==> src/rtl/spi_pkg.sv <==
// SPI slave shared types and constants.
// Holds the receive FSM state encoding and default SPI settings.
package spi_pkg;

  localparam int DEFAULT_DATA_W = 8;
  localparam int CLK_DIV        = 8;

  typedef enum logic [1:0] {
    IDLE  = 2'd0,
    SKIP  = 2'd1,
    SHIFT = 2'd2
  } slv_state_t;

endpackage

==> src/rtl/spi_sync_edge.sv <==
// Multi-flop input synchroniser with rise/fall strobes.
// Ports: clk, rst (sync, active-low), d (async in), q, rise, fall.
module spi_sync_edge #(
  parameter int   STAGES  = 2,
  parameter logic RST_VAL = 1'b0
) (
  input  logic clk,
  input  logic rst,
  input  logic d,
  output logic q,
  output logic rise,
  output logic fall
);

  logic [STAGES-1:0] sr;
  logic              prev;

  always_ff @(posedge clk) begin
    if (!rst) begin
      sr   <= {STAGES{RST_VAL}};
      prev <= RST_VAL;
    end else begin
      sr   <= {sr[STAGES-2:0], d};
      prev <= sr[STAGES-1];
    end
  end

  assign q    = sr[STAGES-1];
  assign rise = q & ~prev;
  assign fall = ~q & prev;

endmodule

==> src/rtl/spi_slave_rx.sv <==
// SPI mode-0 slave: oversampled sclk/cs/mosi, parallel rx words, miso reply.
// Ports: clk, rst, sclk, cs, mosi, miso, tx_data, rx_data, rx_valid, frame_err, busy.
module spi_slave_rx
  import spi_pkg::*;
#(
  parameter int DATA_W      = DEFAULT_DATA_W,
  parameter int SYNC_STAGES = 2,
  parameter int SKIP_EDGES  = 1,
  parameter bit MSB_FIRST   = 1'b1
) (
  input  logic              clk,
  input  logic              rst,
  input  logic              sclk,
  input  logic              cs,
  input  logic              mosi,
  output logic              miso,
  input  logic [DATA_W-1:0] tx_data,
  output logic [DATA_W-1:0] rx_data,
  output logic              rx_valid,
  output logic              frame_err,
  output logic              busy
);

  localparam int CW = $clog2(DATA_W);
  localparam int SW = (SKIP_EDGES > 1) ? $clog2(SKIP_EDGES) : 1;
  localparam logic [CW-1:0] LAST = CW'(DATA_W - 1);
  localparam logic [SW-1:0] SK_LAST =
    SW'((SKIP_EDGES > 0) ? SKIP_EDGES - 1 : 0);

  logic sclk_rise, sclk_fall, cs_rise, cs_fall, mosi_s;
  logic sclk_lvl_unused, cs_lvl_unused;
  logic mosi_rise_unused, mosi_fall_unused;

  spi_sync_edge #(.STAGES(SYNC_STAGES), .RST_VAL(1'b0)) u_sclk (
    .clk(clk), .rst(rst), .d(sclk),
    .q(sclk_lvl_unused), .rise(sclk_rise), .fall(sclk_fall)
  );

  spi_sync_edge #(.STAGES(SYNC_STAGES), .RST_VAL(1'b1)) u_cs (
    .clk(clk), .rst(rst), .d(cs),
    .q(cs_lvl_unused), .rise(cs_rise), .fall(cs_fall)
  );

  spi_sync_edge #(.STAGES(SYNC_STAGES), .RST_VAL(1'b0)) u_mosi (
    .clk(clk), .rst(rst), .d(mosi),
    .q(mosi_s), .rise(mosi_rise_unused), .fall(mosi_fall_unused)
  );

  slv_state_t        state, state_d;
  logic [CW-1:0]     bit_cnt;
  logic [SW-1:0]     skip_cnt;
  logic [DATA_W-1:0] rx_sr, tx_sr, rx_next, tx_next;
  logic load, skip_inc, take, word_done, word_err, tx_shift, to_idle;

  always_comb begin
    rx_next = MSB_FIRST ? {rx_sr[DATA_W-2:0], mosi_s}
                        : {mosi_s, rx_sr[DATA_W-1:1]};
    tx_next = MSB_FIRST ? {tx_sr[DATA_W-2:0], 1'b0}
                        : {1'b0, tx_sr[DATA_W-1:1]};
  end

  always_comb begin
    state_d   = state;
    load      = 1'b0;
    skip_inc  = 1'b0;
    take      = 1'b0;
    word_done = 1'b0;
    word_err  = 1'b0;
    tx_shift  = 1'b0;
    // cs_fall outside IDLE cannot happen; treat it as a restart
    if (cs_fall) begin
      state_d = (SKIP_EDGES == 0) ? SHIFT : SKIP;
      load    = 1'b1;
    end else begin
      unique case (state)
        IDLE: ;
        SKIP: begin
          if (cs_rise) begin
            state_d = IDLE;
          end else if (sclk_rise) begin
            if (skip_cnt == SK_LAST) state_d = SHIFT;
            else skip_inc = 1'b1;
          end
        end
        SHIFT: begin
          if (cs_rise) begin
            state_d  = IDLE;
            word_err = (bit_cnt != '0);
          end else begin
            take      = sclk_rise;
            word_done = sclk_rise && (bit_cnt == LAST);
            // hold the freshly loaded word until its first bit is sampled
            tx_shift  = sclk_fall && (bit_cnt != '0);
          end
        end
        default: state_d = IDLE;
      endcase
    end
    to_idle = (state != IDLE) && (state_d == IDLE);
  end

  always_ff @(posedge clk) begin
    if (!rst) state <= IDLE;
    else      state <= state_d;
  end

  always_ff @(posedge clk) begin
    if (!rst) begin
      bit_cnt   <= '0;
      skip_cnt  <= '0;
      rx_sr     <= '0;
      tx_sr     <= '0;
      rx_data   <= '0;
      rx_valid  <= 1'b0;
      frame_err <= 1'b0;
    end else begin
      rx_valid  <= word_done;
      frame_err <= word_err;
      if (load) begin
        tx_sr    <= tx_data;
        bit_cnt  <= '0;
        skip_cnt <= '0;
      end
      if (skip_inc) skip_cnt <= skip_cnt + 1'b1;
      if (take) begin
        rx_sr   <= rx_next;
        bit_cnt <= word_done ? '0 : bit_cnt + 1'b1;
      end
      if (word_done) begin
        rx_data <= rx_next;
        tx_sr   <= tx_data;
      end
      if (tx_shift) tx_sr <= tx_next;
      if (to_idle) begin
        bit_cnt  <= '0;
        skip_cnt <= '0;
      end
    end
  end

  assign busy = (state != IDLE);
  assign miso = busy & (MSB_FIRST ? tx_sr[DATA_W-1] : tx_sr[0]);

endmodule

==> config.mk <==
export PLATFORM = sky130hd
export DESIGN_NAME = spi_slave_rx
export DESIGN_NICKNAME = d
export VERILOG_FILES = /design/src/rtl/spi_pkg.sv /design/src/rtl/spi_sync_edge.sv /design/src/rtl/spi_slave_rx.sv
export SDC_FILE = /design/constraint.sdc
export NUM_CORES = 1
export LEC_CHECK = 0
export ABC_AREA = 1
export CAP_MARGIN = 5
export CORE_ASPECT_RATIO = 1.75
export CORE_UTILIZATION = 53
export DETAILED_ROUTE_END_ITERATION = 8
export GPL_TIMING_DRIVEN = 0
export PLACE_DENSITY = 0.84
export SYNTH_ARGS = -nofsm -noshare
export SYNTH_HDL_FRONTEND = slang
export SYNTH_HIERARCHICAL = 1
export SYNTH_SLANG_ARGS = --single-unit
==> constraint.sdc <==
create_clock -name clk -period 1.9 [get_ports clk]
set_input_delay 0.38 -clock clk [delete_from_list [all_inputs] [get_ports clk]]
set_output_delay 0.38 -clock clk [all_outputs]
set_load 0.05 [all_outputs]
==> flow_summary.json, run 1 <==
{
  "grt_first_pass_wirelength_mm": 5.75,
  "antenna_found_initial": 0,
  "hold_depth": 2,
  "period_needed_ns": 1.85,
  "ir_drop_mv": 0.665,
  "crit_type": "flop to output port",
  "syn_avg_cell_area_um2": 6.89,
  "cp.arrival_ns": 1.47,
  "start_util_pct": 57.1,
  "cts_tree": "yes",
  "final_cell_mix": "nand2_1 (73), dfxtp_1 (39), nor2_1 (36), inv_1 (33), nand3_1 (23)",
  "row_count": 26,
  "cp.depth": 1,
  "grt_max_degree": 13,
  "p_leak_nw": 1.07,
  "critPathBufInv": 1,
  "critPathTopFamily": "buffers and inverters",
  "place_hpwl_mm": 2.42,
  "dr.pass1.iters": 4,
  "outcome": "finished, final reports clean",
  "tns_ns": 0,
  "first_iter_violations": 50,
  "grt_usage_pct": 22.2,
  "layout_commonest_cell": "nand2_1",
  "die_h_um": 77.1,
  "path_clk_slew_ns": 0.07,
  "layout-drive-gt1-share_pct": 10.4,
  "gr-total-overflow": 0,
  "core_area_mm2": 0.00299,
  "hold_path.class": "flop to flop",
  "die_area_mm2": 0.00346,
  "nets": 295,
  "viasPerCell": 4.80,
  "grt_pass1_vias": 1493,
  "worst_pin_slew_ns": 0.498,
  "cpMaxStageDelayCell": "clkdlybuf4s50_1",
  "rsz0062_at_grt": "false",
  "placed_cells": 314,
  "path_max_fanout": 2,
  "setup_viol": 0,
  "post-route-util_pct": 70.8,
  "fmax_mhz": 541,
  "min_period_over_period_pct": 97.2,
  "netlist_instances": 248,
  "slew_headroom_pct": 66.7,
  "r2r_cells": 9,
  "cts.sink_count": 39,
  "register_area_um2": 781,
  "drc": 0,
  "clk_latency_ns": 0.29,
  "drtAntennaViolNets": 0,
  "diodes": 0,
  "start_kind": "flop",
  "hold_viol": 0,
  "port_buffers": 24,
  "area_delta_synth_final_pct": 24.1,
  "slew_viol_final": 0,
  "h-tree-depth": 2,
  "crit_path_end_kind": "output port",
  "crit_path_cell_trace": "clkdlybuf4s50_1",
  "hold_buffers": 0,
  "cts-root-buf": "clkbuf_8",
  "syn_area_mm2": 0.00171,
  "whs_ns": 0.409,
  "clockBufferDepth": 2,
  "synth_warnings": 6,
  "total_power_mw": 1.66,
  "pin_count": 25,
  "final_cells": 322,
  "cp.required_ns": 1.52,
  "totalWireLength_mm": 3.36,
  "n_fill_cell": 264,
  "postCtsSetupBuffers": 0,
  "powerDensity_mw_per_mm2": 782,
  "die_w_um": 44.9,
  "syn-num-nets": 264,
  "fin_skew_ns": 0.00535,
  "routedWlPerCell_um": 10.4,
  "gp_congestion": 0.777,
  "numCtsBuffers": 5,
  "vias": 1547,
  "multi_input_comb_area_um2": 764,
  "cpPeakStageDelay_ns": 0.82,
  "cap_violations": 0
}
==> final cells by class <==
cell class	instances	share of cell area, %
flip-flops and latches	39	36.8
inverters	39	6.91
multi-input cells	166	36.1
well taps	42	2.48
plain buffers	4	1.12
clock inverters	2	1.65
clock buffers	6	3.90
repair buffers	24	11.0
==> per-stage QoR <==
| stage | worst slack, ns | instance area, µm² |
|---|---|---|
| finish | 0.0525 | 2120 |
| global route | 0.00723 | 2120 |
| CTS | 0.00716 | 2120 |
| detailed placement | -0.222 | 2000 |
| global placement | -0.199 | 2000 |
| floorplan | 0.353 | 1710 |
==> path summary, 6_finish.rpt <==
kind | from | endpoint | slack (ns)
setup / recovery | rx_data[1]$_SDFFE_PN0P_ | rx_data[1] | 0.05
hold / removal | u_cs/sr[0]$_SDFF_PN1_ | u_cs/sr[1]$_SDFF_PN1_ | 0.41
setup reg to reg | bit_cnt[0]$_SDFFE_PP0P_ | tx_sr[5]$_SDFFE_PN0P_ | 0.22
hold reg to reg | u_cs/sr[0]$_SDFF_PN1_ | u_cs/sr[1]$_SDFF_PN1_ | 0.41
==> timing repair <==
action	in CTS	in global routing
gates resized for setup	3	5
endpoints found under the setup margin	2	11
endpoints found under the hold margin	0	0
==> report_power, final <==
part | internal, mW | leakage, nW | switching (mW)
sequential | 0.834 | 0.317 | 0.00919
clock | 0.425 | 0.0612 | 0.281
combinational | 0.0464 | 0.694 | 0.0629
==> registers in the layout, summed over array words and instances (netlist names) <==
signal and flops:
state 2, rx_data 8, skip_cnt 1, bit_cnt 3, u_sclk/prev 1, u_sclk/sr 2, u_mosi/sr 2, u_cs/prev 1
tx_sr 8, frame_err 1, rx_valid 1, u_cs/sr 2, rx_sr 7
==> layer usage <==
metal / routed length, µm / vias up / track usage (%) / share of wire (%)
met5: 0 / - / 0 / 0
met2: 1760 / 36 / 38.4 / 53
met3: 129 / 7 / 5.18 / 3.8
met4: 69 / 0 / 13.3 / 2.1
li1: - / 816 / - / -
met1: 1400 / 688 / 22.7 / 42
No activity file was read; power rests on OpenSTA's default activity.
==> run 2, diff against run 1 <==
- CORE_UTILIZATION: 53 -> 57
- PLACE_DENSITY: 0.84 -> 0.89
- clock period: 1.9 -> 2.4 ns (I/O delays scaled with it)
==> flow_summary.json, run 2 (same netlist as run 1, synthesis figures left out) <==
{
  "busiest_layer": "met2",
  "path_clk_slew_ns": 0.07,
  "n_fill_cell": 211,
  "start_util_pct": 61.3,
  "register_area_um2": 781,
  "p_int_mw": 1.11,
  "cp.required_ns": 1.92,
  "layout_commonest_cell": "nand2_1",
  "crit_path_end_kind": "output port",
  "cap_violations": 0,
  "vias": 1580,
  "gp_congestion": 0.810,
  "start_kind": "flop",
  "diodes": 0,
  "slew_headroom_pct": 56.1,
  "powerDensity_mw_per_mm2": 658,
  "crit_type": "flop to output port",
  "cp.arrival_ns": 1.79,
  "die_w_um": 43.4,
  "slew_viol_final": 0,
  "path_max_fanout": 5,
  "gr-total-overflow": 0,
  "outcome": "finished, violations left",
  "cts-root-buf": "clkbuf_8",
  "violations": "DRC",
  "nets": 295,
  "die_area_mm2": 0.00323,
  "grt_max_degree": 13,
  "multi_input_comb_area_um2": 758,
  "grt_first_pass_wirelength_mm": 5.84,
  "min_period_over_period_pct": 94.4,
  "die_h_um": 74.4,
  "antenna_found_initial": 0,
  "cts.sink_count": 39,
  "setup_viol": 0,
  "clockBufferDepth": 2,
  "power_frac_seq_pct": 47.9,
  "use_met1_pct": 24.2,
  "postLayoutCellArea_mm2": 0.00211,
  "clk_latency_ns": 0.29,
  "viasPerCell": 5.15,
  "ir_drop_mv": 0.639,
  "period_needed_ns": 2.27,
  "final_cells": 307,
  "comb_power_share_pct": 6.3,
  "drc": 4,
  "switching_share_pct": 20.1,
  "routedWlPerCell_um": 11.0,
  "p_sw_mw": 0.279,
  "h-tree-depth": 2,
  "postCtsSetupBuffers": 0,
  "area_delta_synth_final_pct": 23.8,
  "first_iter_violations": 52,
  "core_area_mm2": 0.00278,
  "fin_skew_ns": 0.0110,
  "grt_usage_pct": 24.1,
  "ctsResizeCount": 0,
  "drtAntennaViolNets": 0,
  "tns_ns": 0,
  "port_buffers": 24,
  "grt_use_met3_pct": 6.55,
  "rsz0062_at_grt": "false",
  "placed_cells": 299,
  "placed_area_mm2": 0.00198,
  "hold_viol": 0,
  "place_hpwl_mm": 2.39,
  "worst_pin_slew_ns": 0.658,
  "pin_count": 25,
  "hold_buffers": 0,
  "final_cell_mix": "nand2_1 (73), dfxtp_1 (39), nor2_1 (37), inv_1 (33), clkdlybuf4s50_1 (24)",
  "numCtsBuffers": 5,
  "p_leak_nw": 1.07,
  "row_count": 25,
  "clockPowerShare_pct": 45.8,
  "fmax_mhz": 441,
  "totalWireLength_mm": 3.36,
  "grt_pass1_vias": 1457,
  "layout-drive-gt1-share_pct": 8.57,
  "dr.pass1.iters": 6,
  "cts_tree": "yes",
  "hold_path.class": "flop to flop",
  "grt_util_met2_pct": 44.3,
  "largest_registers": "rx_data: 8 flops, tx_sr: 8 flops, rx_sr: 7 flops"
}
[run 2: cell types whose count changed in the layout (fill, tap and decap cells not counted), sizes merged]
cell           before  now
clkdlybuf4s50      22   24
bufinv              1    2
clkbuf             10    9
clkinv              1    0
dlygate4sd2         1    0
[run 2: power by group through the flow]
| stage | registers [mW] | logic [mW] | clock network (mW) |
|---|---|---|---|
| CTS | 0.667 | 0.0874 | 0.648 |
| global placement | 0.681 | 0.0842 | 0 |
| detailed placement | 0.682 | 0.0858 | 0 |
| finish | 0.667 | 0.0873 | 0.637 |
| floorplan | 0.681 | 0.0518 | 0 |
| global route | 0.668 | 0.0978 | 0.672 |
[run 2: worst paths after layout]
check | depth (start not counted) | slack (ns) | end | start
setup / recovery | 3 | 0.13 | miso | state[0]$_SDFF_PN0_
hold / removal | 2 | 0.41 | u_cs/sr[1]$_SDFF_PN1_ | u_cs/sr[0]$_SDFF_PN1_
setup reg to reg | 8 | 0.61 | tx_sr[5]$_SDFFE_PN0P_ | bit_cnt[0]$_SDFFE_PP0P_
hold reg to reg | 2 | 0.41 | u_cs/sr[1]$_SDFF_PN1_ | u_cs/sr[0]$_SDFF_PN1_
[run 2: metal layers]
metal / vias to the layer above / share of wire (%)
met5: - / 0
met4: 0 / 2.8
met3: 11 / 4.3
met2: 41 / 53
met1: 710 / 40
li1: 818 / -
[run 2: cell type report]
class / instances / share of cell area [%]
Inverter: 39 / 6.92
Clock buffer: 6 / 3.43
Sequential cell: 39 / 36.9
Buffer: 4 / 1.07
Multi-Input combinational cell: 166 / 35.9
Tap cell: 27 / 1.60
Clock inverter: 2 / 2.84
Timing Repair Buffer: 24 / 11.4
[run 2: critical path, stage by stage (launching register included)]
cell and delay [ns]:
dfxtp_1 0.47, nor2_1 0.13, nor2_1 0.09, clkdlybuf4s50_1 0.81
[run 2: per-stage QoR]
stage / util, % / total power [mW] / hold slack, ns / setup slack, ns
after floorplan: - / 0.732 / 0.380 / 0.753
after global placement: 71.2 / 0.766 / 0.387 / 0.200
after detailed placement: 71.2 / 0.768 / 0.404 / 0.167
after CTS: 76.0 / 1.40 / 0.417 / 0.149
after global routing: 76.0 / 1.44 / 0.440 / 0.0863
final: 76.0 / 1.39 / 0.407 / 0.133
==> run 3, diff against run 2 <==
- CORE_UTILIZATION: 57 -> 38
- CTS_CLUSTER_SIZE: default -> 10
- GPL_ROUTABILITY_DRIVEN: default -> 0
- PLACE_DENSITY: 0.89 -> 0.65
==> flow_summary.json, run 3 (same netlist as run 1, synthesis figures left out) <==
{
  "rsz0062_at_grt": "false",
  "viasPerCell": 4.62,
  "layout-drive-gt1-share_pct": 8.93,
  "cts-root-buf": "clkbuf_8",
  "die_area_mm2": 0.00478,
  "total_power_mw": 1.32,
  "dpl_worst_slack_ns": 0.0954,
  "hold_viol": 0,
  "grt_max_degree": 13,
  "n_fill_cell": 446,
  "hold_depth": 2,
  "clockBufferDepth": 2,
  "final_cells": 329,
  "pin_count": 25,
  "worst_pin_slew_ns": 0.647,
  "numCtsBuffers": 5,
  "slew_headroom_pct": 56.9,
  "powerDensity_mw_per_mm2": 619,
  "first_iter_violations": 18,
  "cpMaxStageDelayCell": "clkdlybuf4s50_1",
  "power_frac_seq_pct": 50.6,
  "path_max_fanout": 5,
  "crit_path_start": "state[0]$_SDFF_PN0_",
  "die_h_um": 90.7,
  "clk_latency_ns": 0.29,
  "place_hpwl_mm": 2.44,
  "grt_first_pass_wirelength_mm": 5.83,
  "cp.required_ns": 1.92,
  "largest_registers": "rx_data: 8 flops, tx_sr: 8 flops, rx_sr: 7 flops",
  "clockPowerShare_pct": 42.9,
  "switching_share_pct": 21.6,
  "drtAntennaViolNets": 0,
  "diodes": 0,
  "die_w_um": 52.7,
  "setup_viol": 0,
  "r2r_cells": 8,
  "h-tree-depth": 2,
  "cts.sink_count": 39,
  "period_needed_ns": 2.20,
  "ctsResizeCount": 0,
  "vias": 1521,
  "row_count": 31,
  "cap_violations": 0,
  "start_kind": "flop",
  "hold_buffers": 0,
  "postLayoutCellArea_mm2": 0.00213,
  "crit_type": "flop to output port",
  "hold_start": "u_cs/sr[0]$_SDFF_PN1_",
  "postCtsSetupBuffers": 0,
  "fin_skew_ns": 0.00774,
  "placed_area_mm2": 0.00201,
  "reg2reg_from": "u_cs/prev$_SDFF_PN1_",
  "crit_path_end_kind": "output port",
  "nets": 295,
  "cts_tree": "yes",
  "hold_path.class": "flop to flop",
  "outcome": "finished, final reports clean",
  "comb_power_share_pct": 6.5,
  "grt_usage_pct": 16.3,
  "core_area_mm2": 0.00423,
  "path_clk_slew_ns": 0.08,
  "dr.pass1.iters": 4,
  "p_leak_nw": 1.08,
  "tns_ns": 0,
  "worst_slack_ns": 0.204,
  "antenna_found_initial": 0,
  "final_cell_mix": "nand2_1 (73), dfxtp_1 (39), nor2_1 (37), inv_1 (33)",
  "min_period_over_period_pct": 91.5,
  "fmax_mhz": 455,
  "totalWireLength_mm": 3.37,
  "area_delta_synth_final_pct": 24.7,
  "layout_commonest_cell": "nand2_1",
  "slew_viol_final": 0,
  "crit_path_cell_trace": "nor2_1 > inv_1 > clkdlybuf4s50_1",
  "routedWlPerCell_um": 10.2,
  "start_util_pct": 40.4,
  "cp.arrival_ns": 1.72,
  "drc": 0,
  "port_buffers": 24,
  "ir_drop_mv": 0.472,
  "cpPeakStageDelay_ns": 0.78,
  "gr-total-overflow": 0,
  "p_sw_mw": 0.285,
  "grt_pass1_vias": 1392,
  "placed_cells": 321,
  "p_int_mw": 1.03
}
-- run 3: cell count changes in the layout (fill, tap and decap cells not counted), sizes merged --
cell,change
bufinv,-1
clkdlybuf4s50,-1
clkinv,+1
dlymetal6s2s,+1
-- run 3: path summary, 6_finish.rpt --
kind / to / slack, ns
min reg2reg: u_cs/sr[1]$_SDFF_PN1_ / 0.41
max reg2reg: tx_sr[3]$_SDFFE_PN0P_ / 0.60
max: busy / 0.20
min: u_cs/sr[1]$_SDFF_PN1_ / 0.41
-- run 3: cell type report --
class                      instances  area, µm²  share of cell area (%)
inverter                          39        146                    6.87
timing repair buffer              24        243                    11.4
multi-input combinational        166        758                    35.6
clock buffer                       6       82.6                    3.88
sequential                        39        781                    36.7
clock inverter                     2       35.0                    1.65
tap                               49       61.3                    2.88
buffer                             4       22.5                    1.06
-- run 3: worst max-delay path, delay by kind of cell (launching register included) --
family                 cells  cell delay [ns]
flip-flops                 1             0.46
AND/OR/NAND/NOR            1             0.12
buffers and inverters      2             0.84
-- run 3: power by group through the flow --
stage / Combinational [mW] / Sequential, mW / Clock (mW)
CTS: 0.0868 / 0.667 / 0.581
global placement: 0.0858 / 0.682 / 0
detailed placement: 0.0864 / 0.682 / 0
finish: 0.0855 / 0.667 / 0.566
global route: 0.0970 / 0.668 / 0.611
floorplan: 0.0518 / 0.681 / 0
-- run 3: metrics by stage --
| step | hold WS, ns | util, % |
|---|---|---|
| 3_3_place_gp | 0.382 | 47.5 |
| 6_report | 0.407 | 50.4 |
| 5_1_grt | 0.447 | 50.4 |
| 3_5_place_dp | 0.393 | 47.5 |
| 2_1_floorplan | 0.380 | - |
| 4_1_cts | 0.411 | 50.3 |
-- run 3: layer usage --
| metal | vias to the layer above | wire [µm] | global-route usage [%] |
|---|---|---|---|
| li1 | 818 | - | - |
| met1 | 663 | 1470 | 17.6 |
| met2 | 33 | 1700 | 27.6 |
| met3 | 7 | 133 | 4.71 |
| met4 | 0 | 59 | 8.11 |
| met5 | - | 0 | 0 |
